### src/rtl/trap_pkg.sv
// Shared types and constants for the trap controller: FSM states, event
// kinds, privilege encodings, CSR addresses and cause codes.
package trap_pkg;

    typedef enum logic [1:0] {
        ST_IDLE   = 2'd0,
        ST_DRAIN  = 2'd1,
        ST_COMMIT = 2'd2
    } state_t;

    // What the latched event will do at commit time.
    typedef enum logic [1:0] {
        KIND_EXC  = 2'd0,
        KIND_MRET = 2'd1,
        KIND_INT  = 2'd2
    } kind_t;

    localparam logic [1:0] PRIV_U = 2'b00;
    localparam logic [1:0] PRIV_M = 2'b11;

    localparam logic [11:0] CSR_MSTATUS = 12'h300;
    localparam logic [11:0] CSR_MIE     = 12'h304;
    localparam logic [11:0] CSR_MTVEC   = 12'h305;
    localparam logic [11:0] CSR_MEPC    = 12'h341;
    localparam logic [11:0] CSR_MCAUSE  = 12'h342;
    localparam logic [11:0] CSR_MTVAL   = 12'h343;
    localparam logic [11:0] CSR_MIP     = 12'h344;

    localparam logic [3:0] CAUSE_ILLEGAL = 4'd2;
    localparam logic [3:0] CAUSE_MSI     = 4'd3;
    localparam logic [3:0] CAUSE_MTI     = 4'd7;
    localparam logic [3:0] CAUSE_MEI     = 4'd11;

    // Only U and M exist; any other encoding collapses to U.
    function automatic logic [1:0] legal_priv(input logic [1:0] mode);
        return (mode == PRIV_M) ? PRIV_M : PRIV_U;
    endfunction

endpackage

### src/rtl/trap_priority_sel.sv
// Combinational event arbitration: exception > mret > MEI > MSI > MTI.
// Produces the winning event's kind, cause code and tval. An mret from
// U mode is turned into an illegal-instruction exception.
module trap_priority_sel
    import trap_pkg::*;
#(
    parameter int XLEN = 32
) (
    input  logic            i_exc,
    input  logic [3:0]      i_excCause,
    input  logic [XLEN-1:0] i_excTval,
    input  logic            i_mret,
    input  logic            i_meip,
    input  logic            i_msip,
    input  logic            i_mtip,
    input  logic            i_mieMeie,
    input  logic            i_mieMsie,
    input  logic            i_mieMtie,
    input  logic            i_mstatusMie,
    input  logic [1:0]      i_nowPrivMode,
    output logic            o_valid,
    output kind_t           o_kind,
    output logic [3:0]      o_code,
    output logic [XLEN-1:0] o_tval
);

    logic w_intEn;
    logic w_meiPend;
    logic w_msiPend;
    logic w_mtiPend;

    assign w_intEn   = (i_nowPrivMode == PRIV_U) ||
                       ((i_nowPrivMode == PRIV_M) && i_mstatusMie);
    assign w_meiPend = w_intEn && i_meip && i_mieMeie;
    assign w_msiPend = w_intEn && i_msip && i_mieMsie;
    assign w_mtiPend = w_intEn && i_mtip && i_mieMtie;

    // Fixed-priority select of the highest event this cycle.
    always_comb begin
        o_valid = 1'b0;
        o_kind  = KIND_EXC;
        o_code  = 4'd0;
        o_tval  = '0;
        if (i_exc) begin
            o_valid = 1'b1;
            o_kind  = KIND_EXC;
            o_code  = i_excCause;
            o_tval  = i_excTval;
        end else if (i_mret) begin
            o_valid = 1'b1;
            if (i_nowPrivMode == PRIV_U) begin
                o_kind = KIND_EXC;
                o_code = CAUSE_ILLEGAL;
            end else begin
                o_kind = KIND_MRET;
            end
        end else if (w_meiPend) begin
            o_valid = 1'b1;
            o_kind  = KIND_INT;
            o_code  = CAUSE_MEI;
        end else if (w_msiPend) begin
            o_valid = 1'b1;
            o_kind  = KIND_INT;
            o_code  = CAUSE_MSI;
        end else if (w_mtiPend) begin
            o_valid = 1'b1;
            o_kind  = KIND_INT;
            o_code  = CAUSE_MTI;
        end
    end

endmodule

### src/rtl/trap_controller.sv
// Privilege-mode change sequencer: IDLE -> DRAIN -> COMMIT. Latches the
// winning event, holds the pipeline until it drains, then redirects fetch,
// loads the privilege register and updates the trap CSRs in one cycle.
// Optional build macro TRAP_VECTORED_EN enables vectored interrupt targets.
module trap_controller
    import trap_pkg::*;
#(
    parameter int              XLEN        = 32,
    parameter logic [XLEN-1:0] MTVEC_RESET = '0
) (
    input  logic            clk,
    input  logic            reset_x,
    input  logic            i_exc,
    input  logic [3:0]      i_excCause,
    input  logic [XLEN-1:0] i_excTval,
    input  logic            i_mret,
    input  logic [XLEN-1:0] i_epc,
    input  logic            i_meip,
    input  logic            i_msip,
    input  logic            i_mtip,
    input  logic [1:0]      i_nowPrivMode,
    input  logic            i_pipeIdle,
    input  logic            i_csrWe,
    input  logic [11:0]     i_csrAddr,
    input  logic [XLEN-1:0] i_csrWdata,
    output logic [XLEN-1:0] o_csrRdata,
    output logic            o_stall,
    output logic            o_flush,
    output logic            o_redirect,
    output logic [XLEN-1:0] o_redirectPc,
    output logic            o_privEnable,
    output logic [1:0]      o_nextPrivMode
);

    localparam logic [XLEN-1:0] ALIGN_MASK = ~XLEN'(3);

    state_t          r_state;
    state_t          w_nextState;

    // Latched event
    kind_t           r_kind;
    logic [3:0]      r_code;
    logic [XLEN-1:0] r_epc;
    logic [XLEN-1:0] r_tval;
    logic [1:0]      r_prevMode;

    // Trap CSRs
    logic            r_mstatusMie;
    logic            r_mpie;
    logic [1:0]      r_mpp;
    logic            r_mieMeie;
    logic            r_mieMsie;
    logic            r_mieMtie;
    logic [XLEN-1:0] r_mtvec;
    logic [XLEN-1:0] r_mepc;
    logic [XLEN-1:0] r_mcause;
    logic [XLEN-1:0] r_mtval;

    logic            w_evValid;
    kind_t           w_evKind;
    logic [3:0]      w_evCode;
    logic [XLEN-1:0] w_evTval;
    logic [XLEN-1:0] w_trapTarget;
    logic [XLEN-1:0] w_commitCause;
    logic [XLEN-1:0] w_mtvecWr;
    logic [XLEN-1:0] w_mtvecRst;

    trap_priority_sel #(.XLEN(XLEN)) u_sel (
        .i_exc         (i_exc),
        .i_excCause    (i_excCause),
        .i_excTval     (i_excTval),
        .i_mret        (i_mret),
        .i_meip        (i_meip),
        .i_msip        (i_msip),
        .i_mtip        (i_mtip),
        .i_mieMeie     (r_mieMeie),
        .i_mieMsie     (r_mieMsie),
        .i_mieMtie     (r_mieMtie),
        .i_mstatusMie  (r_mstatusMie),
        .i_nowPrivMode (i_nowPrivMode),
        .o_valid       (w_evValid),
        .o_kind        (w_evKind),
        .o_code        (w_evCode),
        .o_tval        (w_evTval)
    );

    assign w_commitCause = {(r_kind == KIND_INT), {(XLEN-5){1'b0}}, r_code};

`ifdef TRAP_VECTORED_EN
    // Mode field keeps 00/01; reserved 1x encodings fall back to direct.
    assign w_mtvecWr  = {i_csrWdata[XLEN-1:2],
                         (i_csrWdata[1:0] == 2'b01) ? 2'b01 : 2'b00};
    assign w_mtvecRst = {MTVEC_RESET[XLEN-1:2],
                         (MTVEC_RESET[1:0] == 2'b01) ? 2'b01 : 2'b00};
    assign w_trapTarget = ((r_mtvec[1:0] == 2'b01) && (r_kind == KIND_INT))
                        ? (r_mtvec & ALIGN_MASK) + XLEN'({r_code, 2'b00})
                        : (r_mtvec & ALIGN_MASK);
`else
    assign w_mtvecWr    = i_csrWdata & ALIGN_MASK;
    assign w_mtvecRst   = MTVEC_RESET & ALIGN_MASK;
    assign w_trapTarget = r_mtvec & ALIGN_MASK;
`endif

    // State register
    always_ff @(posedge clk or negedge reset_x) begin
        if (!reset_x) r_state <= ST_IDLE;
        else          r_state <= w_nextState;
    end

    // Next-state logic; events only start a sequence from IDLE
    always_comb begin
        w_nextState = r_state;
        case (r_state)
            ST_IDLE:   if (w_evValid)  w_nextState = ST_DRAIN;
            ST_DRAIN:  if (i_pipeIdle) w_nextState = ST_COMMIT;
            ST_COMMIT: w_nextState = ST_IDLE;
            default:   w_nextState = ST_IDLE;
        endcase
    end

    // Outputs; redirect/privilege load are COMMIT-only, zero otherwise
    always_comb begin
        o_stall        = 1'b0;
        o_flush        = 1'b0;
        o_redirect     = 1'b0;
        o_redirectPc   = '0;
        o_privEnable   = 1'b0;
        o_nextPrivMode = PRIV_U;
        case (r_state)
            ST_DRAIN: begin
                o_stall = 1'b1;
                o_flush = 1'b1;
            end
            ST_COMMIT: begin
                o_stall      = 1'b1;
                o_redirect   = 1'b1;
                o_privEnable = 1'b1;
                if (r_kind == KIND_MRET) begin
                    o_redirectPc   = r_mepc;
                    o_nextPrivMode = r_mpp;
                end else begin
                    o_redirectPc   = w_trapTarget;
                    o_nextPrivMode = PRIV_M;
                end
            end
            default: ;
        endcase
    end

    // Capture the winning event as the sequence starts
    always_ff @(posedge clk or negedge reset_x) begin
        if (!reset_x) begin
            r_kind     <= KIND_EXC;
            r_code     <= 4'd0;
            r_epc      <= '0;
            r_tval     <= '0;
            r_prevMode <= PRIV_U;
        end else if (r_state == ST_IDLE && w_evValid) begin
            r_kind     <= w_evKind;
            r_code     <= w_evCode;
            r_epc      <= i_epc;
            r_tval     <= w_evTval;
            r_prevMode <= i_nowPrivMode;
        end
    end

    // CSR state: commit updates at the end of COMMIT, software writes in IDLE
    always_ff @(posedge clk or negedge reset_x) begin
        if (!reset_x) begin
            r_mstatusMie <= 1'b0;
            r_mpie       <= 1'b0;
            r_mpp        <= PRIV_M;
            r_mieMeie    <= 1'b0;
            r_mieMsie    <= 1'b0;
            r_mieMtie    <= 1'b0;
            r_mtvec      <= w_mtvecRst;
            r_mepc       <= '0;
            r_mcause     <= '0;
            r_mtval      <= '0;
        end else if (r_state == ST_COMMIT) begin
            if (r_kind == KIND_MRET) begin
                r_mstatusMie <= r_mpie;
                r_mpie       <= 1'b1;
                r_mpp        <= PRIV_U;
            end else begin
                r_mpp        <= legal_priv(r_prevMode);
                r_mpie       <= r_mstatusMie;
                r_mstatusMie <= 1'b0;
                r_mepc       <= r_epc & ALIGN_MASK;
                r_mcause     <= w_commitCause;
                r_mtval      <= r_tval;
            end
        end else if (r_state == ST_IDLE && i_csrWe) begin
            case (i_csrAddr)
                CSR_MSTATUS: begin
                    r_mstatusMie <= i_csrWdata[3];
                    r_mpie       <= i_csrWdata[7];
                    r_mpp        <= legal_priv(i_csrWdata[12:11]);
                end
                CSR_MIE: begin
                    r_mieMsie <= i_csrWdata[3];
                    r_mieMtie <= i_csrWdata[7];
                    r_mieMeie <= i_csrWdata[11];
                end
                CSR_MTVEC:  r_mtvec  <= w_mtvecWr;
                CSR_MEPC:   r_mepc   <= i_csrWdata & ALIGN_MASK;
                CSR_MCAUSE: r_mcause <= i_csrWdata;
                CSR_MTVAL:  r_mtval  <= i_csrWdata;
                default: ;
            endcase
        end
    end

    // Combinational CSR read; mip mirrors the live lines
    always_comb begin
        o_csrRdata = '0;
        case (i_csrAddr)
            CSR_MSTATUS: begin
                o_csrRdata[3]     = r_mstatusMie;
                o_csrRdata[7]     = r_mpie;
                o_csrRdata[12:11] = r_mpp;
            end
            CSR_MIE: begin
                o_csrRdata[3]  = r_mieMsie;
                o_csrRdata[7]  = r_mieMtie;
                o_csrRdata[11] = r_mieMeie;
            end
            CSR_MIP: begin
                o_csrRdata[3]  = i_msip;
                o_csrRdata[7]  = i_mtip;
                o_csrRdata[11] = i_meip;
            end
            CSR_MTVEC:  o_csrRdata = r_mtvec;
            CSR_MEPC:   o_csrRdata = r_mepc;
            CSR_MCAUSE: o_csrRdata = r_mcause;
            CSR_MTVAL:  o_csrRdata = r_mtval;
            default: ;
        endcase
    end

endmodule

### config.mk
export PLATFORM = sky130hd
export DESIGN_NAME = trap_controller
export DESIGN_NICKNAME = d
export VERILOG_FILES = /design/src/rtl/trap_pkg.sv /design/src/rtl/trap_priority_sel.sv /design/src/rtl/trap_controller.sv
export SDC_FILE = /design/constraint.sdc
export NUM_CORES = 1
export LEC_CHECK = 0
export ABC_AREA = 0
export CAP_MARGIN = 20
export CELL_PAD_IN_SITES_DETAIL_PLACEMENT = 0
export CELL_PAD_IN_SITES_GLOBAL_PLACEMENT = 1
export CORE_MARGIN = 3
export CORE_UTILIZATION = 37
export DETAILED_ROUTE_END_ITERATION = 6
export PLACE_DENSITY_LB_ADDON = 0.1
export SYNTH_ARGS = -nofsm -noshare
export SYNTH_HDL_FRONTEND = slang
export SYNTH_SLANG_ARGS = --single-unit
### constraint.sdc
create_clock -name clk -period 2.55 [get_ports clk]
set_clock_uncertainty 0.1 [all_clocks]
set_input_delay 0.51 -clock clk [delete_from_list [all_inputs] [get_ports clk]]
set_output_delay 0.51 -clock clk [all_outputs]
set_load 0.005 [all_outputs]
==> impl_metrics.json, run 1 <==
{
  "cp.arrival_ps": 2280,
  "hold_viol": 0,
  "p_sw_share_pct": 31.8,
  "cp_num_buf_inv": 6,
  "grt_usage_pct": 25.0,
  "period_needed_ps": 2890,
  "power.switching_mw": 4.40,
  "core_area_um2": 26400,
  "p_int_mw": 9.43,
  "critPathMaxStageDelay_ps": 580,
  "rsz0062_at_grt": "true",
  "root_buffer": "clkbuf_16",
  "dieArea_um2": 29200,
  "period_share_pct": 113,
  "cts_max_level": 1,
  "cp.required_ps": 1940,
  "die_h_um": 171,
  "numCtsBuffers": 23,
  "critPathTopFamily": "simple AND/OR/NAND/NOR gates",
  "viasPerCell": 5.59,
  "power_mw": 13.8,
  "pwr-share-comb_pct": 38.4,
  "maxClockFrequency_ghz": 0.346,
  "drtIter0Drc": 570,
  "dpl-instance-area_um2": 13200,
  "synth_cells": 928,
  "row_count": 59,
  "drive_gt1_share_pct": 38.4,
  "start_kind": "primary input",
  "vdd_ir_drop_max_v": 0.000395,
  "power.density_nw_per_um2": 942,
  "ys_seq_elements": 202,
  "grt_max_degree": 58,
  "utilization_pct": 55.6,
  "worstMarginPinSlew_ps": 542,
  "yosys.area.top_type_share_pct": 49.9,
  "hold_class": "in2reg",
  "stdcell_area_um2": 14700,
  "final_cells": 1572,
  "synth-async-reset-ratio_pct": 100,
  "fin_ws_ps": -342,
  "clock_latency_ps": 510,
  "syn_area_per_cell_um2": 10.9,
  "grt_antenna_before_repair": 4,
  "drv_slew": 0,
  "dp_cells": 1465,
  "max-clock-path-buffers": 3,
  "tns_ps": -6520,
  "synthTopCellsByArea": "dfrtp_1, mux2_2, a221o_1, nand2_1, o221a_2",
  "ys_seq_area_share_pct": 50.2,
  "vias": 8795,
  "holdWs_ps": 274,
  "drcViolationCount": 0,
  "syn_area_um2": 10100,
  "drt_wl_total_mm": 36.9,
  "cts_tree": "done",
  "drt-pass1-iter-count": 5,
  "status": "complete, but fails checks",
  "cp_common_cell": "buf_6",
  "ant_nets": 0,
  "clkTransAtPathRegs_ps": 60,
  "cts.sinks": 202,
  "violations": "setup timing",
  "seqPwrFrac_pct": 36.9,
  "synthDistinctLibCells": 53,
  "synth_edf_count": 0,
  "synth.most_common_cell": "dfrtp_1",
  "grt_pass1_vias": 9042,
  "maxCapViolCount": 0,
  "gp_congestion": 0.848,
  "num_io_pins": 193,
  "ys.flop_type": "dfrtp_1",
  "grt-ovfl-total": 0,
  "io_buffers": 188,
  "p_leak_nw": 6.63,
  "wl_per_cell_um": 23.5,
  "synth_common_cells": "dfrtp_1, nand2_1, mux2_2",
  "place_hpwl_mm": 23.2,
  "maxSlewHeadroom_pct": 63.9,
  "die_w_um": 171,
  "grt_pass1_wl_mm": 55.8,
  "pwr-share-clk_pct": 24.7,
  "yosys.area.top_type": "dfrtp_1",
  "crit_path_end_kind": "output pin",
  "fin_nets": 1345,
  "ys_warn_count": 0,
  "slowest_stage": "or4_4",
  "synthToLayoutAreaGrowth_pct": 45.8,
  "crit_fanout": 4,
  "crit_chain": "buf_6 > or4_4 > nor2_4 > and4_4 > buf_6 > buf_12 > buf_8 > buf_6 > a221o_1 > buf_2",
  "pre_cts_slack_ps": -962,
  "report.final.setup_viol": 32,
  "critical_path_class": "in2out",
  "start_util_pct": 38.1
}
## power groups by stage
stage	logic, mW	registers (mW)	clock network (mW)
3_3_place_gp	4.38	5.10	0
3_5_place_dp	4.46	5.11	0
5_1_grt	5.71	5.22	3.63
4_1_cts	5.19	5.06	3.48
2_1_floorplan	2.74	4.86	0
6_report	5.31	5.10	3.42
## routing by layer
metal	GRT usage, %	vias to the layer above	wire (µm)
li1	-	4020	-
met1	34.1	4470	16400
met2	41.1	254	17600
met3	5.80	43	2230
met4	4.97	8	589
met5	0	-	55
## cell type report
type	instances	area (µm²)
clock buffer	36	704
timing repair buffer	348	3510
sequential	202	5060
tap	335	419
fill	2339	11700
antenna	2	5.00
inverter	7	26.3
clock inverter	6	83.8
multi-input combinational	636	4880
## layout by cell type, fill, tap and decap left out, types with 5 or more instances in the layout
cell type / instances
dfrtp_1: 200
clkdlybuf4s50_1: 110
nand2_1: 99
buf_4: 84
mux2_2: 67
buf_2: 51
a221o_1: 42
nor2_1: 34
and3_1: 34
o22ai_1: 34
a21o_1: 33
buf_6: 33
or2_2: 32
o21ba_2: 32
buf_12: 32
a22oi_1: 31
o221a_2: 30
clkbuf_16: 24
o21ai_0: 22
a21boi_2: 17
a21boi_1: 13
nor2b_1: 12
dlygate4sd2_1: 12
mux2i_1: 9
nor3b_1: 9
clkbuf_8: 9
nand3_1: 7
buf_16: 7
nand2_2: 6
inv_1: 6
clkbuf_2: 6
buf_8: 6
nand3b_1: 5
a21oi_1: 5
clkbuf_1: 5
## cell families (layout without fill, tap and decap cells)
| kind of cell | Yosys count | count (layout) | synth area share (%) |
|---|---|---|---|
| AOI/OAI and AO/OA | 275 | 275 | 22.4 |
| adders and majority gates | 4 | 4 | 0.497 |
| buffers and inverters | 91 | 397 | 3.98 |
| DFF | 202 | 202 | 50.2 |
| muxes | 80 | 80 | 8.83 |
| other | 1 | 4 | 0.0372 |
| and+or+nand+nor | 275 | 275 | 14.1 |
## registers in the layout (all words and copies together) (netlist names)
signal / flops
r_mieMsie: 1
r_mpie: 1
r_code: 4
r_prevMode: 2
r_mpp: 1
r_tval: 32
r_state: 2
r_mepc: 30
r_kind: 2
r_mcause: 32
r_mstatusMie: 1
r_epc: 30
r_mieMtie: 1
r_mtval: 32
r_mtvec: 30
r_mieMeie: 1
## worst reg2reg max path, delay by kind of cell (launching register included)
| family | cells | cell delay (ps) |
|---|---|---|
| buffers and inverters | 7 | 850 |
| AND/OR/NAND/NOR | 3 | 620 |
| flip-flops | 1 | 370 |
| AO/OA/AOI/OAI | 1 | 270 |
| adder cells (fa/ha/maj) | 1 | 160 |
## worst paths after layout
path,slack (ps),startpoint,endpoint,cells past startpoint
hold reg to reg,380,r_tval[10]$_DFFE_PN0P_,r_tval[10]$_DFFE_PN0P_,1
max in group asynchronous,1170,reset_x,r_mepc[5]$_DFFE_PN0P_,3
hold / removal,270,i_exc,r_kind[1]$_DFFE_PN0P_,3
setup / recovery,-340,i_csrAddr[3],o_csrRdata[27],10
min in group asynchronous,440,reset_x,r_prevMode[1]$_DFFE_PN0P_,2
setup reg to reg,60,r_state[0]$_DFFE_PN0P_,r_mcause[30]$_DFFE_PN0P_,12
## repair_timing
action                                 CTS  global route
hold buffers                             1             0
setup endpoints to repair               94           120
gates cloned                             9             1
endpoints found under the hold margin   50             0
pin swaps                               33            25
resized for setup                      330            60
setup buffers                           44            19
No activity file was read; power rests on OpenSTA's default activity.
==> inputs of run 2 (changes only) <==
CORE_MARGIN = 2   (was 3)
==> run 2 against run 1 <==
Against the previous run: flip-flop and latch count unchanged; highest routed layer unchanged; critical path depth decreased by 1; wire length decreased by 1.7%; the flow still finishes with violations (setup timing); final area increased by 0.60%; maximum frequency increased by 3.5%; hold slack improved by 63 ps; critical endpoint is now o_csrRdata[5]; via count increased by 0.14%; global-route usage increased by 0.44 points.
==> impl_metrics.json, run 2 (synthesis results as in run 1) <==
{
  "grt_pass1_wl_mm": 55.3,
  "clkTransAtPathRegs_ps": 50,
  "numCtsBuffers": 25,
  "power.switching_mw": 4.38,
  "core_area_um2": 26900,
  "drv_slew": 0,
  "start_kind": "primary input",
  "gp_congestion": 0.844,
  "viasPerCell": 5.61,
  "crit_fanout": 4,
  "seqPwrFrac_pct": 37.5,
  "grt_antenna_before_repair": 4,
  "drt-pass1-iter-count": 4,
  "maxClockFrequency_ghz": 0.358,
  "dieArea_um2": 28600,
  "grt_max_degree": 63,
  "pwr-share-comb_pct": 37.1,
  "dp_cells": 1471,
  "max-clock-path-buffers": 3,
  "drive_gt1_share_pct": 39.6,
  "root_buffer": "clkbuf_16",
  "drtIter0Drc": 644,
  "cts_tree": "done",
  "report.final.setup_viol": 34,
  "fin_nets": 1337,
  "hold_class": "in2reg",
  "vias": 8807,
  "status": "complete, but fails checks",
  "final_cells": 1569,
  "cp.arrival_ps": 2180,
  "synthToLayoutAreaGrowth_pct": 46.7,
  "cts.sinks": 202,
  "p_sw_share_pct": 32.3,
  "crit_path_end_kind": "output pin",
  "grt-ovfl-total": 0,
  "period_needed_ps": 2790,
  "pre_cts_slack_ps": -1040,
  "row_count": 60,
  "final_common_cell": "dfrtp_1",
  "grt_usage_pct": 25.4,
  "die_h_um": 169,
  "pwr-share-clk_pct": 25.4,
  "final_cell_mix": "dfrtp_1, clkdlybuf4s50_1, nand2_1",
  "grt_pass1_vias": 9014,
  "ant_nets": 0,
  "worstMarginPinSlew_ps": 677,
  "cp.required_ps": 1940,
  "power_mw": 13.6,
  "vdd_ir_drop_max_v": 0.000449,
  "num_io_pins": 193,
  "io_buffers": 188,
  "cts_max_level": 1,
  "clock_latency_ps": 510,
  "rsz0062_at_grt": "true",
  "violations": "setup timing",
  "top_regs": "r_mcause x32, r_mtval x32, r_tval x32",
  "die_w_um": 169,
  "power.density_nw_per_um2": 920,
  "period_share_pct": 110,
  "hold_viol": 0,
  "drcViolationCount": 0,
  "fin_ws_ps": -243,
  "maxSlewHeadroom_pct": 54.9,
  "maxCapViolCount": 0,
  "critical_path_class": "in2out",
  "wl_per_cell_um": 23.1,
  "place_hpwl_mm": 23.1,
  "drt_wl_total_mm": 36.2,
  "p_int_mw": 9.20,
  "start_util_pct": 37.5,
  "p_leak_nw": 6.61
}
[run 2: cell count changes in the layout (fill, tap and decap cells not counted), moves of 9 or more]
cell	before	now
a22oi_1	31	22
nor2_1	34	20
clkbuf_2	6	15
buf_2	51	38
buf_6	33	23
a22oi_2	0	9
[run 2: worst paths after layout]
check,slack (ps),depth (start not counted),from,end
max reg2reg,160,9,r_state[0]$_DFFE_PN0P_,r_mcause[10]$_DFFE_PN0P_
max in group asynchronous,1270,3,reset_x,r_mcause[29]$_DFFE_PN0P_
min reg2reg,380,1,r_tval[13]$_DFFE_PN0P_,r_tval[13]$_DFFE_PN0P_
min in group asynchronous,390,2,reset_x,r_mtval[1]$_DFFE_PN0P_
max,-240,9,i_csrAddr[7],o_csrRdata[5]
min,340,4,i_exc,r_kind[1]$_DFFE_PN0P_
[run 2: per-layer routing]
metal | GRT usage [%] | vias to the layer above | wire [µm] | part of all wire, %
met5 | 0 | - | 21 | 0.058
met4 | 6.09 | 4 | 758 | 2.1
met3 | 4.07 | 58 | 1950 | 5.4
met2 | 40.2 | 281 | 16600 | 46
met1 | 36.7 | 4474 | 16900 | 47
li1 | - | 3990 | - | -
[run 2: power by group through the flow]
stage | Clock [mW] | Sequential (mW) | Combinational, mW
2_1_floorplan | 0 | 4.86 | 2.74
5_1_grt | 3.66 | 5.23 | 5.41
3_5_place_dp | 0 | 5.10 | 4.48
6_report | 3.45 | 5.10 | 5.04
4_1_cts | 3.53 | 5.08 | 5.07
3_3_place_gp | 0 | 5.09 | 4.39
[run 2: timing repair]
item,in CTS,in global routing
pin swaps,40,21
endpoints found under the setup margin,96,55
gates cloned,9,0
buffers inserted,39,11
hold buffers,1,0
gates resized for setup,334,60
hold endpoints to repair,33,0
[run 2: layout make-up]
class / instances / area, µm²
multi-input combinational: 636 / 5020
clock buffer: 36 / 737
sequential: 202 / 5060
fill: 2409 / 12100
timing repair buffer: 338 / 3440
inverter: 7 / 26.3
tap: 341 / 427
antenna: 2 / 5.00
clock inverter: 7 / 60.1
[run 2: stage by stage]
step           util (%)  setup TNS [ps]  hold slack, ps  instance area, µm²
2_1_floorplan         -               0             114               10100
3_3_place_gp       49.0          -90520             360               13200
3_5_place_dp       49.0          -90400             360               13200
4_1_cts            54.9           -5470             325               14800
5_1_grt            55.0           -6500             355               14800
6_report           55.0           -5170             337               14800
[run 2: worst max-delay path, stage by stage]
cell and delay, ps:
buf_6 90, or4_4 600, nor2_4 140, and4_4 280, buf_6 130, buf_12 90
buf_6 90, a221o_1 140, buf_2 110
==> inputs of run 3 (changes only) <==
CORE_ASPECT_RATIO = 0.7   (was default)
SYNTH_HIERARCHICAL = 1   (was default)
TNS_END_PERCENT = 30   (was default)
==> run 3 against run 2 <==
Against the previous run: the flow still finishes with violations (setup timing); hold slack better by 51 ps; combinational power down 16%; wire length is 5.3% lower; core utilization shrank 3.3 points; critical endpoint is now o_csrRdata[6].
==> impl_metrics.json, run 3 <==
{
  "status": "complete, but fails checks",
  "violations": "setup timing",
  "synth_common_cells": "dfrtp_1, nand2_1, mux2_1",
  "tns_ps": -4140,
  "crit_fanout": 5,
  "synthDistinctLibCells": 61,
  "cts.sinks": 202,
  "maxClockFrequency_ghz": 0.360,
  "maxSlewHeadroom_pct": 65.0,
  "drt_wl_total_mm": 34.3,
  "vias": 8319,
  "period_share_pct": 109,
  "core_area_um2": 27600,
  "power_mw": 12.2,
  "critical_path_class": "in2out",
  "fin_nets": 1341,
  "max-clock-path-buffers": 3,
  "critPathMaxStageDelay_ps": 580,
  "report.final.setup_viol": 50,
  "grt-ovfl-total": 0,
  "crit_path_end_kind": "output pin",
  "grt_max_degree": 59,
  "drt-pass1-iter-count": 4,
  "power.switching_mw": 4.00,
  "pwr-share-comb_pct": 34.5,
  "start_util_pct": 37.4,
  "setup.worst_path.start": "i_csrAddr[7]",
  "stdcell_area_um2": 14300,
  "ys.flop_type": "dfrtp_1",
  "gp_congestion": 0.820,
  "cp.arrival_ps": 2170,
  "period_needed_ps": 2780,
  "ys_warn_count": 6,
  "die_h_um": 144,
  "drv_slew": 0,
  "grt_pass1_wl_mm": 52.2,
  "top_regs": "r_mcause x32, r_mtval x32, r_tval x32",
  "ys_seq_elements": 202,
  "p_sw_share_pct": 32.8,
  "drcViolationCount": 0,
  "p_int_mw": 8.20,
  "die_w_um": 203,
  "synthTopCellsByArea": "dfrtp_1, mux2_1, nand2_1, a22o_1, a221o_1",
  "cp.required_ps": 1940,
  "fin_ws_ps": -231,
  "synth_edf_count": 0,
  "yosys.area.top_type": "dfrtp_1",
  "worstMarginPinSlew_ps": 525,
  "r2r_cells": 8,
  "drive_gt1_share_pct": 23.2,
  "ant_nets": 0,
  "cp_num_buf_inv": 6,
  "pre_cts_slack_ps": -964,
  "r2r_start": "r_state[1]$_DFFE_PN0P_",
  "synth-async-reset-ratio_pct": 100,
  "cp_common_cell": "buf_6",
  "holdWs_ps": 389,
  "num_io_pins": 193,
  "start_kind": "primary input",
  "grt_antenna_before_repair": 2,
  "yosys.area.top_type_share_pct": 48.9,
  "maxCapViolCount": 0,
  "drtIter0Drc": 469,
  "wl_per_cell_um": 21.5,
  "row_count": 51,
  "viasPerCell": 5.21,
  "final_cell_mix": "dfrtp_1, nand2_1, mux2_1",
  "p_leak_nw": 6.54,
  "r2r-end": "r_mepc[22]$_DFFE_PN0P_",
  "final_cells": 1596,
  "timing.reg2reg.setup_slack_ps": 130,
  "grt_pass1_vias": 8477,
  "path_depth": 9,
  "vdd_ir_drop_max_v": 0.000422,
  "cts_tree": "done",
  "pwr-share-clk_pct": 23.7,
  "root_buffer": "clkbuf_16",
  "clock_latency_ps": 490,
  "power.density_nw_per_um2": 856,
  "rsz0062_at_grt": "true",
  "nFillCells": 2604,
  "slowest_stage": "or4b_4",
  "place_hpwl_mm": 23.2,
  "final_common_cell": "dfrtp_1",
  "min_from": "r_tval[1]$_DFFE_PN0P_",
  "ys_seq_area_share_pct": 49.1,
  "utilization_pct": 51.7,
  "dp_cells": 1525,
  "dpl-instance-area_um2": 13200,
  "numCtsBuffers": 21,
  "grt_usage_pct": 23.5,
  "syn_area_um2": 10300,
  "hold_class": "reg2reg",
  "critPathTopFamily": "simple AND/OR/NAND/NOR gates",
  "seqPwrFrac_pct": 41.8,
  "hold_viol": 0,
  "clkTransAtPathRegs_ps": 60,
  "worstSetupEndpoint": "o_csrRdata[6]",
  "synthToLayoutAreaGrowth_pct": 38.4,
  "whs_path_depth": 1,
  "cts_max_level": 1,
  "synth_cells": 952,
  "io_buffers": 188,
  "crit_chain": "buf_6 > or4b_4 > nor4_4 > buf_4 > buf_6 > buf_8 > buf_6 > a221o_1 > buf_2",
  "dieArea_um2": 29200,
  "synth.most_common_cell": "dfrtp_1",
  "syn_area_per_cell_um2": 10.8
}
-- run 3: cell count changes in the layout (fill, tap and decap cells not counted), moves of 27 or more --
cell	delta
or2_2	-30
and2_1	+31
o221a_2	-30
o21ba_2	-32
and3_1	-34
a22o_1	+27
mux2_1	+154
a21o_1	-33
nand2b_1	+30
nor3_1	+31
mux2_2	-54
o21ai_1	+33
nand2_1	+85
o22ai_1	-32
-- run 3: how the worst min path moves through the flow --
| stage | end | slack [ps] |
|---|---|---|
| final | r_tval[1]$_DFFE_PN0P_ | 390 |
| after global routing | r_tval[1]$_DFFE_PN0P_ | 400 |
| after CTS | r_tval[1]$_DFFE_PN0P_ | 390 |
| after detailed placement | r_tval[1]$_DFFE_PN0P_ | 380 |
| after global placement | r_mtval[11]$_DFFE_PN0P_ | 370 |
| after floorplan | r_code[0]$_DFFE_PN0P_ | 110 |
-- run 3: metal layers --
metal / vias to the layer above / wire length, µm / GRT usage (%)
li1: 3896 / - / -
met1: 4200 / 17600 / 36.3
met2: 193 / 14700 / 35.2
met3: 28 / 1540 / 3.38
met4: 2 / 461 / 3.76
met5: - / 12 / 0
-- run 3: cell families (layout without fill, tap and decap cells) --
logic type | count (synthesis) | in the layout | share of synthesized area [%]
fa+ha+maj | 4 | 4 | 0.486
other cells | 1 | 3 | 0.0364
compound gates | 150 | 150 | 11.2
simple gates | 336 | 336 | 16.1
mux | 178 | 178 | 19.4
flops | 202 | 202 | 49.1
buf+inv | 81 | 352 | 3.68
-- run 3: layout make-up --
| cell class | count | area (µm²) | share of cell area [%] |
|---|---|---|---|
| antenna | 1 | 2.50 | 0.0176 |
| clock buffer | 30 | 609 | 4.28 |
| clock inverter | 3 | 15.0 | 0.105 |
| inverter | 7 | 26.3 | 0.184 |
| multi-input combinational | 670 | 5060 | 35.5 |
| sequential | 202 | 5060 | 35.5 |
| tap | 371 | 464 | 3.26 |
| timing repair buffer | 312 | 3020 | 21.2 |
-- run 3: power groups by stage --
stage / clock network (mW) / logic (mW) / registers (mW)
finish: 2.89 / 4.21 / 5.10
global route: 3.11 / 4.60 / 5.24
CTS: 2.97 / 4.15 / 5.09
detailed placement: 0 / 3.90 / 5.13
global placement: 0 / 3.86 / 5.11
floorplan: 0 / 2.44 / 4.86
-- run 3: worst reg2reg max path: stages, from the launching register on --
cell,delay (ps)
dfrtp_1,400
buf_4,140
inv_1,110
ha_2,240
and3b_1,220
nand2_2,100
o41ai_4,290
buf_4,330
mux2_1,360
-- run 3: what timing repair did --
item	in CTS	in global routing
endpoints found under the hold margin	52	0
hold buffers	1	0
endpoints found under the setup margin	90	138
cloned	7	3
buffers inserted	26	5
gates resized for setup	324	34
pin swaps	48	24
